`config.mk`:
```
export PLATFORM = sky130hd
export DESIGN_NAME = stopwatch_ctrl
export DESIGN_NICKNAME = d
export VERILOG_FILES = /design/src/rtl/stopwatch_ctrl.sv
export SDC_FILE = /design/constraint.sdc
export NUM_CORES = 1
export LEC_CHECK = 0
export ABC_AREA = 1
export CAP_MARGIN = 20
export CORE_AREA = 2 2 39 41
export DETAILED_ROUTE_END_ITERATION = 10
export DIE_AREA = 0 0 41 43
export GPL_TIMING_DRIVEN = 0
export SYNTH_ARGS = -nofsm -noshare
export SYNTH_HDL_FRONTEND = slang
export SYNTH_SLANG_ARGS = --single-unit
```
`constraint.sdc`:
```
create_clock -name clk -period 1.2 [get_ports clk]
set_input_delay 0.24 -clock clk [delete_from_list [all_inputs] [get_ports clk]]
set_output_delay 0.24 -clock clk [all_outputs]
set_load 0.02 [all_outputs]
```
`src/rtl/stopwatch_ctrl.sv`:
```
// stopwatch_ctrl -- control FSM for a ms/s/min stopwatch counter chain.
//
// Buttons are synchronized (SYNC_STAGES flops each) and rising-edge detected
// into one-cycle events. The FSM (IDLE/RUN/PAUSE/FULL) gates the counter
// enable and issues a one-cycle clear pulse to the counter chain.
//
// Optional lap support is compiled in when the macro STOPWATCH_LAP_EN is
// defined; otherwise lap_hold is tied low and btn_lap is ignored.
//
// Ports:
//   clk            in   system clock, rising edge
//   reset          in   asynchronous active-high reset
//   tick           in   1 kHz one-cycle pulse, synchronous to clk
//   btn_start_stop in   debounced button level, asynchronous
//   btn_clear      in   debounced button level, asynchronous
//   btn_lap        in   debounced button level, asynchronous
//   chain_carry    in   carry out of the most-significant counter
//   cnt_enable     out  count enable to the least-significant counter
//   cnt_clear      out  one-cycle clear pulse to all counters
//   lap_hold       out  display freeze request
//   state          out  FSM state (00 IDLE, 01 RUN, 10 PAUSE, 11 FULL)
module stopwatch_ctrl #(
  parameter int SYNC_STAGES = 2
) (
  input  logic       clk,
  input  logic       reset,
  input  logic       tick,
  input  logic       btn_start_stop,
  input  logic       btn_clear,
  input  logic       btn_lap,
  input  logic       chain_carry,
  output logic       cnt_enable,
  output logic       cnt_clear,
  output logic       lap_hold,
  output logic [1:0] state
);

  localparam logic [1:0] IDLE  = 2'b00;
  localparam logic [1:0] RUN   = 2'b01;
  localparam logic [1:0] PAUSE = 2'b10;
  localparam logic [1:0] FULL  = 2'b11;

  logic [SYNC_STAGES-1:0] ss_sync_q;
  logic [SYNC_STAGES-1:0] clr_sync_q;
  logic                   ss_prev_q;
  logic                   clr_prev_q;
  logic                   ss_ev;
  logic                   clr_ev;

  logic [1:0] state_q;
  logic [1:0] state_d;
  logic       cnt_clear_q;
  logic       cnt_clear_d;

  // Synchronizers plus the previous-value flop of each edge detector.
  always_ff @(posedge clk or posedge reset) begin
    if (reset) begin
      ss_sync_q  <= '0;
      clr_sync_q <= '0;
      ss_prev_q  <= 1'b0;
      clr_prev_q <= 1'b0;
    end else begin
      ss_sync_q  <= {ss_sync_q[SYNC_STAGES-2:0], btn_start_stop};
      clr_sync_q <= {clr_sync_q[SYNC_STAGES-2:0], btn_clear};
      ss_prev_q  <= ss_sync_q[SYNC_STAGES-1];
      clr_prev_q <= clr_sync_q[SYNC_STAGES-1];
    end
  end

  // Events are combinational off the last sync stage, so a button sampled at
  // edge 1 changes state at edge SYNC_STAGES+1.
  assign ss_ev  = ss_sync_q[SYNC_STAGES-1] & ~ss_prev_q;
  assign clr_ev = clr_sync_q[SYNC_STAGES-1] & ~clr_prev_q;

  assign cnt_enable = tick & (state_q == RUN);

  always_comb begin
    state_d     = state_q;
    cnt_clear_d = 1'b0;
    case (state_q)
      IDLE: begin
        // Clear wins over start when both arrive together.
        if (clr_ev) begin
          cnt_clear_d = 1'b1;
        end else if (ss_ev) begin
          state_d = RUN;
        end
      end
      RUN: begin
        // Overflow beats a simultaneous stop; clear is ignored while running.
        if (cnt_enable && chain_carry) begin
          state_d = FULL;
        end else if (ss_ev) begin
          state_d = PAUSE;
        end
      end
      PAUSE: begin
        if (clr_ev) begin
          state_d     = IDLE;
          cnt_clear_d = 1'b1;
        end else if (ss_ev) begin
          state_d = RUN;
        end
      end
      FULL: begin
        if (clr_ev) begin
          state_d     = IDLE;
          cnt_clear_d = 1'b1;
        end
      end
      default: state_d = IDLE;
    endcase
  end

  // Reset never produces a clear pulse; the counters have their own reset.
  always_ff @(posedge clk or posedge reset) begin
    if (reset) begin
      state_q     <= IDLE;
      cnt_clear_q <= 1'b0;
    end else begin
      state_q     <= state_d;
      cnt_clear_q <= cnt_clear_d;
    end
  end

  assign state     = state_q;
  assign cnt_clear = cnt_clear_q;

`ifdef STOPWATCH_LAP_EN
  logic [SYNC_STAGES-1:0] lap_sync_q;
  logic                   lap_prev_q;
  logic                   lap_ev;
  logic                   lap_hold_q;
  logic                   lap_hold_d;

  assign lap_ev = lap_sync_q[SYNC_STAGES-1] & ~lap_prev_q;

  always_comb begin
    lap_hold_d = lap_hold_q;
    // Entering IDLE or FULL always releases the display freeze.
    if (state_d == IDLE || state_d == FULL) begin
      lap_hold_d = 1'b0;
    end else if (lap_ev && (state_q == RUN || state_q == PAUSE)) begin
      lap_hold_d = ~lap_hold_q;
    end
  end

  always_ff @(posedge clk or posedge reset) begin
    if (reset) begin
      lap_sync_q <= '0;
      lap_prev_q <= 1'b0;
      lap_hold_q <= 1'b0;
    end else begin
      lap_sync_q <= {lap_sync_q[SYNC_STAGES-2:0], btn_lap};
      lap_prev_q <= lap_sync_q[SYNC_STAGES-1];
      lap_hold_q <= lap_hold_d;
    end
  end

  assign lap_hold = lap_hold_q;
`else
  // Lap disabled: the port stays for pin compatibility but drives nothing.
  logic unused_btn_lap;
  assign unused_btn_lap = btn_lap;
  assign lap_hold       = 1'b0;
`endif

endmodule

```
==> metrics.md, run 1 <==
| Metric | Value |
|---|---|
| Number of I/O pins | 12 |
| DIE AREA | 1760 um2 |
| Final hold vios | 0 |
| # setup viols final | 2 |
| CP max FO | 4 |
| Final Critical Period | between 1 and 1.5 ns |
| Worst path slowest cell | dfrtp_1 |
| Max incr delay on CP | just over 0.4 ns |
| Count of cell types in the netlist | 10 |
| Max cap viols | 0 |
| Dpl cells | slightly below 70 |
| Fraction of layout cells with a size suffix above 1 | 0.220 |
| Vias in the first global route | about 260 |
| Post-route worst setup slack | -0.0731 ns |
| Clock latency on the worst-skew pair | between 0.2 and 0.3 ns |
| Finished Layout Cells | 75 |
| DR iter-0 viols | 1 |
| Worst reg2reg endpoint | state[0] |
| Critical path data required time | 0.96 ns |
| Maximum vdd drop | slightly below 0.6 mV |
| Port buffer count | 9 |
| LEAKAGE | between 0.2 and 0.3 nW |
| Crit path capture type | primary output |
| Peak Freq | 785 MHz |
| Kind of critical path | register to primary output |
| Seq cells post-synth | 9 |
| Hold slack final | 0.238 ns |
| Multi-input combinational cell area | roughly 120 um2 |
| CTS tree | done |
| R2R Setup Slk | about 0.050 ns |
| Utilization after layout | 0.387 |
| Nets | between 60 and 70 |
| Clock Power Share | 0.233 |
| GR Overflow Total | 0 |
| CP Cell Sequence | inv_2, nand2_4, nor2_4, buf_6 |
| Initial antenna violation count | 0 |
| Fill count | about 150 |
| DRC | 0 |
| Antenna-violating nets left | 0 |
| Reg power frac | 0.413 |
| CTS Hold Buffers Added | 0 |
| Initial Utilization | 0.267 |
| Root buffer cell | clkbuf_4 |
| Diodes inserted | 0 |
| Register area share after synthesis | 0.610 |
| WL final | between 600 and 700 um |
| Internal power | ~0.63 mW |
| Psw | roughly 0.32 mW |
| Clk_skew | approximately 0.0034 ns |
| DR vias/cell | ~4 |
| Commonest non-fill, non-tap cell in the layout | nand2_1 |
| Worst Path Arrival | slightly above 1 ns |
| Comb power frac | 0.354 |
| H-tree lvl count | 1 |
| Std cell rows | 14 |
| Via Count | ~300 |
| Status | finished with violations |
| Placed wire-length estimate | about 460 um |
| Startpoint Class | register |
| Min-Delay Path Class | primary input to async pin |
| TritonCTS Sinks | 9 |
| Total GRT Usage | 0.0929 |
| First-pass GRT wire length | around 1000 um |
| Core Footprint | 1380 um2 |
| Synth warn | 0 |
| CTS Buf Count | 3 |
| PD cells | between 1500 and 2000 nW/um2 |
| GPL Wtd Cong | 0.699 |
| Area growth syn-to-layout | 45.1% |
| Cells after Synth | 43 |
| Fin crit share | 1.06 |
| FF+latch area | between 200 and 250 um2 |
| Mapped Nets | 50 |
| Violated checks | setup timing |
| DR WL/cell | just under 9 um |
| Commonest non-fill, non-tap cells in the layout | 12 x nand2_1, 8 x dfrtp_1, 6 x inv_1, 5 x nand3_1, 5 x clkdlybuf4s50_1 |
| CTS Buffer Depth | 2 |
| Pre-antenna DRT Iters | 4 |
| Slew Limit Fails | 0 |
| Worst R2R Path Depth | 8 |
| Clock transition at the registers of the reported paths | 0.06 ns |
| Die width | 41 um |
| Largest net degree at the start of global routing | 10 |
| Switching Fraction | 0.340 |
| Syn Area/Cell | 8.58 um2 |
| Unrepaired setup endpoints after global routing | true |
| Mapped Area | ~370 um2 |
| Worst reg2reg startpoint | state[1] |
| Die Y | between 40 and 50 um |
[cells by family after synthesis]
kind of cell | share of synthesized area
flip-flops | 0.610
buffers and inverters | 0.0915
AO/OA/AOI/OAI | 0.0135
AND/OR/NAND/NOR | 0.275
other | 0.0102
[critical path, delay by kind of cell (launching register included)]
family / cells / cell delay, ns
DFF: 1 / 0.41
buffers and inverters: 2 / 0.21
and+or+nand+nor: 2 / 0.16
[registers in the layout, summed over array words and instances (netlist names)]
signal / flops
clr_prev_q: 1
clr_sync_q: 2
cnt_clear: 1
ss_prev_q: 1
ss_sync_q: 2
state: 2
[final cells by class]
| type | instances | area share |
|---|---|---|
| sequential | 9 | 0.423 |
| multi-input combinational | 26 | 0.229 |
| timing repair buffer | 12 | 0.199 |
| clock buffer | 4 | 0.0491 |
| inverter | 7 | 0.0491 |
| tap | 16 | 0.0374 |
| buffer | 1 | 0.0140 |
[metal layers]
layer	up-vias	global-route usage	routed length (um)
li1	160	-	-
met1	129	0.112	271
met2	10	0.125	329
met3	2	0.0157	50
met4	0	0.100	8
met5	-	0	0
[metrics by stage]
step	total power, mW	setup TNS [ns]	setup slack, ns	instance area, um2
detailed placement	0.680	-0.786	-0.491	482
global placement	0.678	-0.777	-0.485	482
global route	1.03	-0.294	-0.139	536
finish	0.951	-0.104	-0.0731	536
floorplan	0.567	0	0.0768	372
CTS	0.895	-0.253	-0.107	503
[worst max-delay path by stage]
| stage | from | endpoint | slack, ns | cells after the start |
|---|---|---|---|---|
| floorplan | state[1] | cnt_enable | 0.08 | 3 |
| global placement | tick | cnt_enable | -0.48 | 4 |
| detailed placement | tick | cnt_enable | -0.49 | 4 |
| CTS | state[1] | cnt_enable | -0.11 | 4 |
| global route | state[1] | cnt_enable | -0.14 | 4 |
| finish | state[1] | cnt_enable | -0.07 | 4 |
[synth_stat cells]
| cell type | n | area [um2] |
|---|---|---|
| a21oi_1 | 1 | 5.00 |
| buf_4 | 1 | 7.51 |
| conb_1 | 1 | 3.75 |
| dfrtp_1 | 9 | 225 |
| inv_1 | 7 | 26.3 |
| nand2_1 | 12 | 45.0 |
| nand2_2 | 1 | 6.26 |
| nand3_1 | 5 | 25.0 |
| nand4_1 | 1 | 6.26 |
| nor2_1 | 5 | 18.8 |
[power by group through the flow]
stage	combinational (mW)	sequential (mW)	clock [mW]
floorplan	0.148	0.419	0
global placement	0.288	0.390	0
detailed placement	0.288	0.391	0
CTS	0.268	0.389	0.238
global route	0.376	0.401	0.250
finish	0.336	0.393	0.222
[timing repair]
item | 4_1_cts | 5_1_grt
buffers inserted | 0 | 3
gates resized for setup | 10 | 5
gates cloned | 0 | 0
pin swaps | 0 | 2
endpoints found under the setup margin | 4 | 3
(Power assumes the default switching activity.)
==> run 2: changes to the inputs <==
Settings changed: PLACE_DENSITY from default to 0.62.
==> metrics.md, run 2 (synthesized netlist as in run 1, its figures left out) <==
| Metric | Value |
|---|---|
| Core Footprint | 1380 um2 (unchanged) |
| PD cells | 1750 nW/um2 (-1.4%) |
| Post-route worst setup slack | -0.0737 ns (-0.000535 ns) |
| # setup viols final | 2 (unchanged) |
| GPL Wtd Cong | 0.723 (+3.4%) |
| DR WL/cell | 7.57 um (-14%) |
| Maximum vdd drop | 0.816 mV (+39%) |
| Die width | 41 um (unchanged) |
| CTS Buf Count | 3 (unchanged) |
| Area growth syn-to-layout | 46.1% |
| Finished Layout Cells | 74 (-1.3%) |
| Vias in the first global route | 245 (-6.5%) |
| Critical path data required time | 0.96 ns (about the same) |
| Violated checks | setup timing |
| Min-Delay Path Class | primary input to async pin |
| H-tree lvl count | 1 (unchanged) |
| Clk_skew | 0.00242 ns (-0.000936 ns) |
| Port buffer count | 9 (unchanged) |
| DR vias/cell | 4.12 (+2.7%) |
| Die Y | 43 um (unchanged) |
| Nets | 66 (-1.5%) |
| Crit path capture type | primary output |
| Slew Limit Fails | 0 (unchanged) |
| Commonest non-fill, non-tap cells in the layout | 11 x nand2_1, 8 x dfrtp_1, 6 x inv_1, 5 x nand3_1, 5 x clkdlybuf4s50_1 |
| Initial Utilization | 0.267 (unchanged) |
| Clock latency on the worst-skew pair | 0.25 ns (about the same) |
| TritonCTS Sinks | 9 (unchanged) |
| Utilization after layout | 0.390 (+0.00271) |
| First-pass GRT wire length | 883 um (-14%) |
| Pre-antenna DRT Iters | 2 (-2) |
| Max cap viols | 0 (unchanged) |
| Diodes inserted | 0 (unchanged) |
| Final Critical Period | 1.27 ns (+0.000535 ns) |
| CTS tree | done |
| Fin crit share | 1.06 (about the same) |
| FF+latch area | 226 um2 (unchanged) |
| Commonest non-fill, non-tap cell in the layout | nand2_1 |
| Peak Freq | 785 MHz (about the same) |
| Startpoint Class | register |
| WL final | 560 um (-15%) |
| Root buffer cell | clkbuf_4 |
| GR Overflow Total | 0 (unchanged) |
| Fraction of layout cells with a size suffix above 1 | 0.241 (+0.0210) |
| Final hold vios | 0 (unchanged) |
| LEAKAGE | 0.283 nW (-2.2%) |
| Multi-input combinational cell area | 133 um2 (+8.2%) |
| Via Count | 305 (+1.3%) |
| Status | finished with violations |
| Post-DP Area | 482 um2 (unchanged) |
| DR iter-0 viols | 13 (+12) |
| Clock transition at the registers of the reported paths | 0.05 ns (about the same) |
| Hold slack final | 0.231 ns (-0.00681 ns) |
| Total GRT Usage | 0.0807 (-0.0122) |
| DRC | 0 (unchanged) |
| Largest net degree at the start of global routing | 10 (unchanged) |
| Fill count | 139 (-9.7%) |
| DIE AREA | 1760 um2 (unchanged) |
| Placed wire-length estimate | 441 um (-4.5%) |
| Initial antenna violation count | 0 (unchanged) |
| Unrepaired setup endpoints after global routing | true |
| Kind of critical path | register to primary output |
| Std cell rows | 14 (unchanged) |
| Worst Path Arrival | 1.03 ns (about the same) |
| Final instance area | 539 um2 (+0.70%) |
| CTS Buffer Depth | 2 (unchanged) |
| Antenna-violating nets left | 0 (unchanged) |
| CP max FO | 4 (unchanged) |
| Pre-CTS WS | -0.485 ns (+0.00637 ns) |
| Dpl cells | 68 (unchanged) |
| Number of I/O pins | 12 (unchanged) |
[run 2: per-layer routing]
metal | share of wire | GRT usage | vias to the layer above
li1 | - | - | 161
met1 | 0.42 | 0.0850 | 133
met2 | 0.47 | 0.109 | 9
met3 | 0.095 | 0.0209 | 2
met4 | 0.014 | 0.100 | 0
met5 | 0 | 0 | -
[run 2: final cells by class]
cell class,count,area share
clock buffers,4,0.0487
well taps,16,0.0371
multi-input cells,26,0.246
repair buffers,11,0.186
inverters,7,0.0487
plain buffers,1,0.0139
flip-flops and latches,9,0.420
[run 2: path summary, 6_finish.rpt]
check,slack (ns),cells after the start,start,end
setup / recovery,-0.07,4,state[1],cnt_enable
hold / removal,0.23,2,reset,ss_sync_q[0]
setup reg to reg,0.07,7,state[1],state[0]
hold reg to reg,0.35,0,clr_sync_q[0],clr_sync_q[1]
max in group asynchronous,0.71,2,reset,state[0]
min in group clk,0.35,0,clr_sync_q[0],clr_sync_q[1]
[run 2: repair_timing]
| action | CTS | global route |
|---|---|---|
| hold endpoints to repair | 0 | 0 |
| hold buffers | 0 | 0 |
| buffers inserted | 0 | 2 |
| pin swaps | 0 | 2 |
| endpoints found under the setup margin | 4 | 3 |
| resized for setup | 13 | 7 |
[run 2: report_power, final]
part	internal, mW	switching [mW]
Clock	0.127	0.0905
Combinational	0.150	0.185
Sequential	0.345	0.0465
[run 2: critical path: stages (launching register included)]
cell and delay, ns:
dfrtp_1 0.41, inv_2 0.10, nand2_4 0.06, nor2_4 0.10
buf_6 0.11
[run 2: per-stage QoR]
stage,power (mW),setup TNS (ns)
after global placement,0.677,-0.781
after CTS,0.888,-0.161
after floorplan,0.567,0
after detailed placement,0.682,-0.780
final,0.944,-0.104
after global routing,1.02,-0.195
